[config.mk]
export PLATFORM = sky130hd
export DESIGN_NAME = text_buffer_writer
export DESIGN_NICKNAME = d
export VERILOG_FILES = /design/src/rtl/text_buffer_writer.sv
export SDC_FILE = /design/constraint.sdc
export NUM_CORES = 1
export LEC_CHECK = 0
export CORE_MARGIN = 4
export CORE_UTILIZATION = 45
export DETAILED_ROUTE_END_ITERATION = 8
export HOLD_SLACK_MARGIN = 0.1
export MAX_ROUTING_LAYER = met4
export PLACE_DENSITY = 0.67
export SLEW_MARGIN = 40
export SYNTH_ARGS = -nofsm -noshare
export SYNTH_HDL_FRONTEND = slang
export SYNTH_SLANG_ARGS = --single-unit
[constraint.sdc]
create_clock -name clk -period 3.65 [get_ports clk]
set_input_delay 0.365 -clock clk [delete_from_list [all_inputs] [get_ports clk]]
set_output_delay 0.365 -clock clk [all_outputs]
set_load 0.01 [all_outputs]
[src/rtl/text_buffer_writer.sv]
// ASCII stream to 80x25 text RAM port A writer.
// Tracks the cursor, handles CR/BS with wrap, and clears the screen.
module text_buffer_writer #(
  parameter int ADDR_WIDTH = 11,
  parameter int DATA_WIDTH = 8,
  parameter int COLS       = 80,
  parameter int ROWS       = 25
) (
  input  logic                  clk,
  input  logic                  rst_n,
  input  logic [DATA_WIDTH-1:0] rx_data,
  input  logic                  rx_valid,
  output logic                  rx_ready,
  input  logic                  clr,
  output logic                  we,
  output logic [DATA_WIDTH-1:0] din,
  output logic [ADDR_WIDTH-1:0] addr_a,
  output logic [ADDR_WIDTH-1:0] cursor_addr,
  output logic                  busy
);

  typedef logic [ADDR_WIDTH-1:0] addr_t;
  typedef logic [DATA_WIDTH-1:0] data_t;

  localparam addr_t LAST  = addr_t'(COLS * ROWS - 1);
  localparam addr_t CMAX  = addr_t'(COLS - 1);
  localparam addr_t RMAX  = addr_t'(ROWS - 1);
  localparam addr_t NCOL  = addr_t'(COLS);
  localparam addr_t ONE   = addr_t'(1);
  localparam data_t CH_SP = data_t'(8'h20);
  localparam data_t CH_TL = data_t'(8'h7E);
  localparam data_t CH_CR = data_t'(8'h0D);
  localparam data_t CH_BS = data_t'(8'h08);

  typedef enum logic [1:0] {
    S_IDLE,
    S_WRITE,
    S_CLEAR
  } state_t;

  state_t r_state, w_state;
  logic   r_we, w_we;
  logic   r_rdy, w_rdy;
  logic   r_busy, w_busy;
  data_t  r_din, w_din;
  addr_t  r_addr, w_addr;
  addr_t  r_cur, w_cur;
  addr_t  r_row, w_row;
  addr_t  r_col, w_col;
  addr_t  r_cnt, w_cnt;

  logic   w_take;
  logic   w_prn;
  logic   w_cr;
  logic   w_bs;

  assign w_take = rx_valid & r_rdy;
  assign w_prn  = (rx_data >= CH_SP) && (rx_data <= CH_TL);
  assign w_cr   = (rx_data == CH_CR);
  assign w_bs   = (rx_data == CH_BS);

  // Register every output and the cursor/clear state.
  always_ff @(posedge clk or negedge rst_n) begin
    if (!rst_n) begin
      r_state <= S_IDLE;
      r_we    <= 1'b0;
      r_rdy   <= 1'b0;
      r_busy  <= 1'b0;
      r_din   <= '0;
      r_addr  <= '0;
      r_cur   <= '0;
      r_row   <= '0;
      r_col   <= '0;
      r_cnt   <= '0;
    end else begin
      r_state <= w_state;
      r_we    <= w_we;
      r_rdy   <= w_rdy;
      r_busy  <= w_busy;
      r_din   <= w_din;
      r_addr  <= w_addr;
      r_cur   <= w_cur;
      r_row   <= w_row;
      r_col   <= w_col;
      r_cnt   <= w_cnt;
    end
  end

  // Next-state: byte decode, cursor moves and clear sweep.
  always_comb begin
    w_state = r_state;
    w_we    = r_we;
    w_rdy   = r_rdy;
    w_busy  = r_busy;
    w_din   = r_din;
    w_addr  = r_addr;
    w_cur   = r_cur;
    w_row   = r_row;
    w_col   = r_col;
    w_cnt   = r_cnt;
    unique case (r_state)
      S_IDLE: begin
        w_we = 1'b0;
        if (clr) begin
          w_state = S_CLEAR;
          w_rdy   = 1'b0;
          w_busy  = 1'b1;
          w_cnt   = '0;
          w_we    = 1'b1;
          w_din   = CH_SP;
          w_addr  = '0;
        end else if (w_take) begin
          w_state = S_WRITE;
          w_rdy   = 1'b0;
          unique case (1'b1)
            w_prn: begin
              w_we   = 1'b1;
              w_addr = r_cur;
              w_din  = rx_data;
              if (r_cur == LAST) begin
                w_cur = '0;
                w_row = '0;
                w_col = '0;
              end else if (r_col == CMAX) begin
                w_cur = r_cur + ONE;
                w_row = r_row + ONE;
                w_col = '0;
              end else begin
                w_cur = r_cur + ONE;
                w_col = r_col + ONE;
              end
            end
            w_cr: begin
              w_col = '0;
              if (r_row == RMAX) begin
                w_row = '0;
                w_cur = '0;
              end else begin
                w_row = r_row + ONE;
                w_cur = r_cur - r_col + NCOL;
              end
            end
            w_bs: begin
              if (r_cur != '0) begin
                w_cur  = r_cur - ONE;
                w_we   = 1'b1;
                w_din  = CH_SP;
                w_addr = r_cur - ONE;
                if (r_col == '0) begin
                  w_col = CMAX;
                  w_row = r_row - ONE;
                end else begin
                  w_col = r_col - ONE;
                end
              end
            end
            default: begin
            end
          endcase
        end else begin
          w_rdy = 1'b1;
        end
      end
      S_WRITE: begin
        w_we    = 1'b0;
        w_rdy   = 1'b1;
        w_state = S_IDLE;
      end
      S_CLEAR: begin
        if (r_cnt == LAST) begin
          w_we    = 1'b0;
          w_busy  = 1'b0;
          w_cur   = '0;
          w_row   = '0;
          w_col   = '0;
          w_rdy   = 1'b1;
          w_state = S_IDLE;
        end else begin
          w_we   = 1'b1;
          w_din  = CH_SP;
          w_cnt  = r_cnt + ONE;
          w_addr = r_cnt + ONE;
        end
      end
      default: begin
        w_state = S_IDLE;
      end
    endcase
  end

  assign we          = r_we;
  assign din         = r_din;
  assign addr_a      = r_addr;
  assign cursor_addr = r_cur;
  assign rx_ready    = r_rdy;
  assign busy        = r_busy;

endmodule

==> results of run 1 <==
[cell type report]
type | instances | area, µm² | share of cell area
tap | 168 | 210.2 | 0.03156
clock buffer | 10 | 229.0 | 0.03437
clock inverter | 6 | 88.84 | 0.01334
inverter | 37 | 140.1 | 0.02104
multi-input combinational | 509 | 3581 | 0.5376
sequential | 68 | 1702 | 0.2554
timing repair buffer | 75 | 710.7 | 0.1067
[metrics by stage]
step / setup WS, ns / hold slack, ns / area, µm²
finish: 0.6141 / 0.4810 / 6661
global placement: 0.5070 / 0.4723 / 6275
detailed placement: 0.4269 / 0.3669 / 6334
CTS: 0.5872 / 0.4883 / 6661
global route: 0.4385 / 0.5235 / 6661
floorplan: 0.9054 / 0.06941 / 5634
[kinds of logic after synthesis]
logic type | count (synthesis) | synth area share
XOR/XNOR | 35 | 0.05441
adder cells (fa/ha/maj) | 32 | 0.07240
AO/OA/AOI/OAI | 195 | 0.2476
AND/OR/NAND/NOR | 223 | 0.2112
buffers and inverters | 81 | 0.06307
flip-flops | 68 | 0.3020
multiplexers | 24 | 0.04930
[power groups by stage]
stage	Sequential, µW	Combinational [µW]	Clock, µW
2_1_floorplan	1100	1880	0
3_3_place_gp	1150	2610	0
3_5_place_dp	1150	2660	0
4_1_cts	1140	2680	977
5_1_grt	1180	2940	1010
6_report	1150	2710	960
[placed cells by master, fill, tap and decap left out, types with 10 or more instances in the layout]
cell | synthesis | layout
xor2_1 | 10 | 10
a22o_1 | 10 | 10
dfrtp_1 | 68 | 68
o22ai_1 | 10 | 10
a21oi_1 | 38 | 38
and3_1 | 11 | 11
nor2_1 | 39 | 39
xnor2_1 | 25 | 25
buf_4 | 1 | 28
a221oi_1 | 12 | 12
o21ai_0 | 44 | 44
clkdlybuf4s50_1 | 0 | 43
nand3_1 | 20 | 20
inv_1 | 36 | 36
nor3_1 | 20 | 20
nand2_1 | 57 | 57
ha_1 | 31 | 31
[worst max-delay path, stage by stage, from the launching register on]
cell and delay [ns]:
dfrtp_1 0.60, inv_1 0.24, ha_1 0.33, inv_1 0.04, ha_1 0.35, a21o_1 0.20
a21o_1 0.17, a221oi_1 0.32, xnor2_1 0.19, a221oi_1 0.11, o41ai_1 0.36
[how the worst max path moves through the flow]
stage	from	endpoint	slack [ns]	cells past startpoint
final	cursor_addr[6]	cursor_addr[9]	0.61	10
after global routing	cursor_addr[6]	cursor_addr[9]	0.44	10
after CTS	cursor_addr[6]	cursor_addr[9]	0.59	10
after detailed placement	rx_data[5]	r_row[4]	0.43	8
after global placement	rx_data[4]	addr_a[5]	0.51	7
after floorplan	cursor_addr[6]	cursor_addr[9]	0.91	11
[metal layers]
layer | track usage | share of wire | vias up
met5 | - | 0 | -
met4 | 0.08447 | 0.028 | 0
met3 | 0.05419 | 0.074 | 41
met2 | 0.3746 | 0.46 | 266
met1 | 0.3323 | 0.44 | 2572
li1 | - | - | 2525
[sequential cells by signal, summed over array words and instances, names as in the netlist]
name,cells
addr_a,11
cursor_addr,11
r_cnt,11
r_col,11
r_row,11
din,8
r_state,2
busy,1
rx_ready,1
we,1
[what timing repair did]
item                      CTS  global route
buffers inserted            0             0
hold endpoints to repair   20             0
hold buffers                1             0
==> impl_metrics.yaml, run 1 <==
outcome:
  outcome: "finished, final reports clean"
timing:
  setup_violations: 0
  slew_violations: 0
  max_slew_margin: 0.4746
  period_minus_slack_ns: 3.036
  max_freq_mhz: 329.4
  rsz0062_at_grt: "no"
  min_period_over_period: 0.8317
  finClkSkew_ns: 0.004242
  setup_tns_ns: 0
  hold_violations: 0
  worst_slew_pin_slew_ns: 0.7881
power_and_ir_drop:
  pwr-share-seq: 0.239
  clkPwrFrac: 0.199
  ir_drop_mv: 0.2984
  power_switching_uw: 2125
  total_power_uw: 4819
  p_comb_frac: 0.562
  p_int_uw: 2694
  switching_share: 0.4410
  p_leak_uw: 0.002787
  p_per_area_mw_per_mm2: 723.4
floorplan:
  initial_core_util: 0.4652
  die-area_mm2: 0.01437
  die_y_um: 119.9
  die_x_um: 119.9
  core_area_mm2: 0.01211
  pin_count: 45
  rows: 40
detailed_routing:
  viasPerCell: 6.190
  wl_per_cell_um: 19.74
  drt_pre_antenna_iters: 5
  drt-initial-drc-count: 813
  routed-via-count: 5404
  postRouteWirelength_um: 17240
  drc_errors: 0
  ant_nets: 0
run:
  cap_violations: 0
finish:
  final_cell_count_no_fill: 873
  post-route-util: 0.5500
  layout.nets: 744
  drive_gt1_frac: 0.1291
  fillers: 1152
  diodes: 0
  syn2layout_area_growth_pct: 18.23
yosys:
  synth_largest_area_cell: "dfrtp_1"
  synth-seq-cells: 68
  synth_edf_count: 0
  syn_area_per_cell_um2: 8.563
  synth_cell_type_count: 85
  async_flop_share: 1.000
  synthCells: 658
  yosysSeqAreaShare: 0.3020
  synth.top_cells.by_count: "68 x dfrtp_1, 57 x nand2_1, 44 x o21ai_0, 39 x nor2_1, 38 x a21oi_1"
  yosysMostFrequentCell: "dfrtp_1"
  yosys_warnings: 0
  yosys_most_used_dff: "dfrtp_1"
  syn_area_mm2: 0.005634
  synth_area_leaders: "dfrtp_1 30%, ha_1 6.9%, o21ai_0 3.9%, xnor2_1 3.9%, nand2_1 3.8%"
  synth_fp_nets: 702
  synth_top_area_frac: 0.3020
placement:
  port_buffers: 44
  dpl.hpwl_um: 12740
  placed_cells: 856
  gp_congestion: 0.9715
critical_path:
  cp-start-kind: "register"
  crit_required_ns: 3.87
  worstPathArrival_ns: 3.26
  criticalPathCategory: "reg -> reg"
  cp-end-kind: "register"
  rr_worst_depth: 10
  r2r_start: "cursor_addr[6]"
  path_max_fanout: 11
  rrSetupSlack_ns: 0.61
  r2r_end: "cursor_addr[9]"
worst_hold_path:
  worst_hold_path.endpoint: "we"
  hold_class: "reg -> reg"
  hp-start: "we"
  min_path_cells: 2
clocking:
  cts_tree: "built"
  cts_root_buf: "clkbuf_16"
  cts_sinks: 68
  cts-buffers-inserted: 9
  clkSlewWorstSetupHoldPaths_ns: 0.06
  clk_path_buf_depth: 2
  cts_resized: 0
  h-tree-depth: 3
  clock_latency_ns: 0.34
grt:
  grt_antenna_before_repair: 0
  grt_pass1_vias: 5060
  track_usage: 0.2485
  grt_overflow: 0
  grt_max_degree: 42
  grt_pass1_wl_um: 27610
(Power assumes the default switching activity.)
==> run 2, diff against run 1 <==
- clock period: 3.65 -> 2.8 ns (I/O delays scaled with it)
==> run 2 against run 1 <==
Net effect: global-route usage rose by 1.0 points; clock-buffer cell count did not move; clock power rose by 28%; largest power group unchanged; sequential power rose by 24%; register-to-register slack got worse by 0.44 ns; critical endpoint is now r_row[9]; design area rose by 6.2%; worst setup slack got worse by 0.45 ns; non-clock buffer count rose by 59; sequential cell count did not move; power rose by 35%; highest routed layer unchanged; die area did not move; via count rose by 3.9%.
==> impl_metrics.yaml, run 2 (same netlist as run 1, synthesis figures left out) <==
detailed_routing:
  drt_pre_antenna_iters: 6
  wl_met1_um: 7656
  wl_per_cell_um: 19.13
  wl_met3_um: 1361
  ant_nets: 0
  viasPerCell: 6.033
  routed-via-count: 5617
  met2_length_um: 8187
  drc_errors: 0
  drt-initial-drc-count: 589
  highest_layer: "met4"
  postRouteWirelength_um: 17810
critical_path:
  cp_slowest_cell: "or4_4"
  path_buf_inv: 3
  path_cells: "clkdlybuf4s50_1, or4_4, buf_4, nor4b_2, o221ai_2, a21o_1, buf_4, o31ai_1, o41ai_1"
  r2r_end: "cursor_addr[9]"
  rr_worst_depth: 11
  r2r_start: "r_col[1]"
  criticalPathCategory: "in -> reg"
  cp-end-kind: "register"
  worstPathArrival_ns: 2.84
  cp_common_cell: "buf_4"
  crit_path_start: "rx_data[4]"
  path_max_fanout: 10
  crit_cells: 9
  cp-start-kind: "input port"
  crit_required_ns: 3.01
  rrSetupSlack_ns: 0.17
  max_stage_delay_ns: 0.54
  endpoint: "r_row[9]"
  cpLargestDelayFamily: "simple AND/OR/NAND/NOR gates"
clocking:
  h-tree-depth: 3
  clkSlewWorstSetupHoldPaths_ns: 0.06
  cts_tree: "built"
  clk_path_buf_depth: 2
  cts-buffers-inserted: 9
  cts_root_buf: "clkbuf_16"
  clock_latency_ns: 0.34
  cts_sinks: 68
grt:
  grt_antenna_before_repair: 0
  grt_pass1_wl_um: 28950
  grt_overflow: 0
  grt_pass1_vias: 5583
  track_usage: 0.2587
  grt_max_degree: 36
timing:
  hold_violations: 0
  rsz0062_at_grt: "no"
  setup_tns_ns: 0
  worst_slew_pin_slew_ns: 0.6417
  period_minus_slack_ns: 2.637
  max_slew_margin: 0.5662
  setup_violations: 0
  slew_violations: 0
  max_freq_mhz: 379.2
  finClkSkew_ns: 0.003585
  finalWorstSetupSlack_ns: 0.1626
  min_period_over_period: 0.9419
finish:
  syn2layout_area_growth_pct: 25.61
  layout_commonest_cell: "buf_4"
  final_cell_mix: "88 x buf_4, 68 x dfrtp_1, 57 x nand2_1"
  diodes: 0
  drive_gt1_frac: 0.1940
  layout.nets: 803
floorplan:
  die-area_mm2: 0.01437
  die_y_um: 119.9
  die_x_um: 119.9
  pin_count: 45
  initial_core_util: 0.4652
  rows: 40
  core_area_mm2: 0.01211
placement:
  gp_congestion: 0.9851
  dpl.hpwl_um: 13480
  port_buffers: 44
  dpl_worst_slack_ns: -0.1853
power_and_ir_drop:
  ir_drop_mv: 0.3776
  p_leak_uw: 0.003066
  p_per_area_mw_per_mm2: 918.7
worst_hold_path:
  hold_class: "in -> async"
outcome:
  outcome: "finished, final reports clean"
run:
  cap_violations: 0
## run 2: cell types whose count changed in the layout (fill, tap and decap cells not counted), sizes merged
cell / change
buf: +59
clkinvlp: -1
## run 2: cell type report
cell class              count  area, µm²
clock buffers              10      229.0
clock inverters             5      77.57
fillers                  1095       5035
inverters                  37      140.1
multi-input cells         509       3577
flip-flops and latches     68       1702
well taps                 168      210.2
repair buffers            134       1141
## run 2: per-layer routing
metal | global-route usage | up-vias
met5 | - | -
met1 | 0.3342 | 2663
met3 | 0.04147 | 40
li1 | - | 2650
met2 | 0.4029 | 264
met4 | 0.1145 | 0
## run 2: stage by stage
stage	hold slack (ns)	std cells	power, µW	instance area [µm²]	utilization
3_3_place_gp	0.4176	915	5163	6758	0.5580
4_1_cts	0.4883	931	6479	7074	0.5841
5_1_grt	0.4877	931	6941	7077	0.5843
2_1_floorplan	-0.01559	658	3886	5634	-
6_report	0.4366	931	6501	7077	0.5843
3_5_place_dp	0.4272	915	5229	6758	0.5580
## run 2: what timing repair did
action,CTS,global route
gates resized for setup,0,1
hold endpoints to repair,33,0
endpoints found under the setup margin,0,20
buffers inserted,0,0
hold buffers,1,0
## run 2: how the worst min path moves through the flow
stage / startpoint / end / slack [ns]
after global placement: rst_n / r_cnt[6] / 0.42
final: rst_n / r_cnt[6] / 0.44
after detailed placement: rst_n / r_cnt[6] / 0.43
after CTS: we / we / 0.49
after floorplan: rst_n / addr_a[0] / -0.02
after global routing: rst_n / r_cnt[6] / 0.49
## run 2: power by group
part           total [µW]  internal, µW  switching, µW  leakage, µW
registers            1430          1200            221     0.000904
clock network        1230           772            455     0.000148
logic                3850          1740           2110      0.00201
total                6500          3720           2780      0.00307
==> run 3, diff against run 2 <==
- GPL_TIMING_DRIVEN: not set -> 0
==> run 3 against run 2 <==
Net effect: sequential power about the same; combinational power up 3%; critical path type unchanged; largest power group unchanged; worst setup slack worse by 0.13 ns.
==> impl_metrics.yaml, run 3 (same netlist as run 1, synthesis figures left out) <==
grt:
  grt_max_degree: 37
  grt.met1_usage: 0.3508
  gr-max-usage-layer: "met2"
  grt_pass1_wl_um: 28540
  track_usage: 0.2611
  grt_antenna_before_repair: 0
  grt_overflow: 0
  grt_pass1_vias: 5190
  met2_usage: 0.3867
  grtUsageMet3: 0.04713
power_and_ir_drop:
  clkPwrFrac: 0.191
  p_int_uw: 3745
  ir_drop_mv: 0.4235
  switching_share: 0.4401
  pwr-share-seq: 0.217
  p_leak_uw: 0.002909
  power_switching_uw: 2943
  p_comb_frac: 0.592
  p_per_area_mw_per_mm2: 967.0
critical_path:
  path_max_fanout: 6
  path_cells: "clkdlybuf4s50_1, or4_4, or3_1, buf_4, or4_4, xnor2_1, a22o_1, mux2_1"
  cp_common_cell: "or4_4"
  cp-start-kind: "input port"
  path_buf_inv: 2
  crit_required_ns: 3.03
  max_stage_delay_ns: 0.59
  cpLargestDelayFamily: "simple AND/OR/NAND/NOR gates"
  worstPathArrival_ns: 3.00
  cp_slowest_cell: "or4_4"
  criticalPathCategory: "in -> reg"
  cp-end-kind: "register"
clocking:
  clk_path_buf_depth: 2
  clkSlewWorstSetupHoldPaths_ns: 0.06
  cts_sinks: 68
  cts_root_buf: "clkbuf_16"
  cts_tree: "built"
  cts-buffers-inserted: 9
  clock_latency_ns: 0.35
  h-tree-depth: 3
detailed_routing:
  wl_per_cell_um: 20.53
  drt_pre_antenna_iters: 7
  routed-via-count: 5574
  viasPerCell: 6.186
  ant_nets: 0
  drc_errors: 0
  drt-initial-drc-count: 772
  postRouteWirelength_um: 18500
finish:
  final_cell_count_no_fill: 901
  layout.nets: 772
  drive_gt1_frac: 0.1719
  multiInputGateArea_mm2: 0.003682
  seqCellArea_mm2: 0.001707
  fin_area_mm2: 0.006917
  final_cell_mix: "64 x dfrtp_1, 57 x nand2_1, 43 x o21ai_0"
  diodes: 0
  syn2layout_area_growth_pct: 22.76
  fillers: 1107
  layout_commonest_cell: "dfrtp_1"
floorplan:
  core_area_mm2: 0.01211
  die_y_um: 119.9
  die_x_um: 119.9
  die-area_mm2: 0.01437
  pin_count: 45
  initial_core_util: 0.4652
  rows: 40
run:
  cap_violations: 0
worst_hold_path:
  hold_class: "in -> reg"
outcome:
  outcome: "finished, final reports clean"
timing:
  max_freq_mhz: 361.0
  rsz0062_at_grt: "yes"
  hold_violations: 0
  min_period_over_period: 0.9892
  period_minus_slack_ns: 2.770
  slew_violations: 0
  finClkSkew_ns: 0.01120
  max_slew_margin: 0.5479
  setup_violations: 0
  worst_slew_pin_slew_ns: 0.6781
placement:
  placed_cells: 871
  port_buffers: 44
  gp_congestion: 0.9675
  postPlaceCellArea_mm2: 0.006316
  dpl.hpwl_um: 13210
==> run 3: changes by cell type in the layout (fill, tap and decap cells not counted), sizes merged <==
| cell | delta |
|---|---|
| buf | -53 |
| clkbuf | +22 |
| clkdlybuf4s50 | -3 |
| dlymetal6s2s | +3 |
| clkinvlp | +2 |
| clkinv | -1 |
==> run 3: worst paths after layout <==
path                                      from              to  slack (ns)  cells past startpoint
worst max register to register  cursor_addr[0]  cursor_addr[4]        0.08                     10
worst min register to register              we              we        0.48                      2
min in group asynchronous                rst_n       r_col[10]        0.39                      2
max in group asynchronous                rst_n  cursor_addr[6]        1.89                      3
worst max-delay path                rx_data[7]       addr_a[5]        0.03                      8
worst min-delay path                rx_data[0]          din[0]        0.30                      3
==> run 3: routing by layer <==
metal,share of wire,wire length (µm)
met5,0,0
met4,0.031,578
met3,0.081,1493
met2,0.45,8385
met1,0.43,8042
==> run 3: timing repair <==
action                     4_1_cts  5_1_grt
hold endpoints to repair        32        0
cloned                           0        0
hold buffers                     1        0
pin swaps                        1        8
buffers inserted                 1       14
setup endpoints to repair       20       38
resized for setup               10       37
==> run 3: area by class of cell <==
type                    instances  share of cell area
multi-input cells             509              0.5324
plain buffers                  42             0.03347
clock buffers                  10             0.03455
inverters                      37             0.02062
flip-flops and latches         68              0.2467
clock inverters                 6             0.01266
repair buffers                 61             0.08918
well taps                     168             0.03039
==> run 3: per-stage QoR <==
stage	worst slack (ns)	util	hold slack (ns)	total power [µW]	setup TNS (ns)
floorplan	0.05542	-	-0.01559	3886	0
global placement	-1.009	0.5189	0.4705	4918	-80.17
detailed placement	-0.4160	0.5215	0.1971	4992	-11.36
CTS	0.0004232	0.5517	0.4036	6329	0
finish	0.03027	0.5711	0.2975	6689	0
global route	-0.04220	0.5711	0.3324	7099	-0.1188
==> run 3: power by group through the flow <==
stage / logic, µW / clock network [µW] / registers (µW)
after floorplan: 2450 / 0 / 1440
after global placement: 3480 / 0 / 1440
after detailed placement: 3540 / 0 / 1450
after CTS: 3590 / 1290 / 1450
after global routing: 4280 / 1330 / 1490
final: 3960 / 1280 / 1450
==> run 3: worst reg2reg max path, stage by stage (launching register included) <==
cell      delay (ns)
dfrtp_2         0.43
buf_4           0.14
buf_4           0.10
ha_1            0.19
nand3_1         0.18
or3_1           0.40
buf_2           0.21
o21bai_4        0.28
buf_2           0.35
nor3_1          0.12
o22a_1          0.22
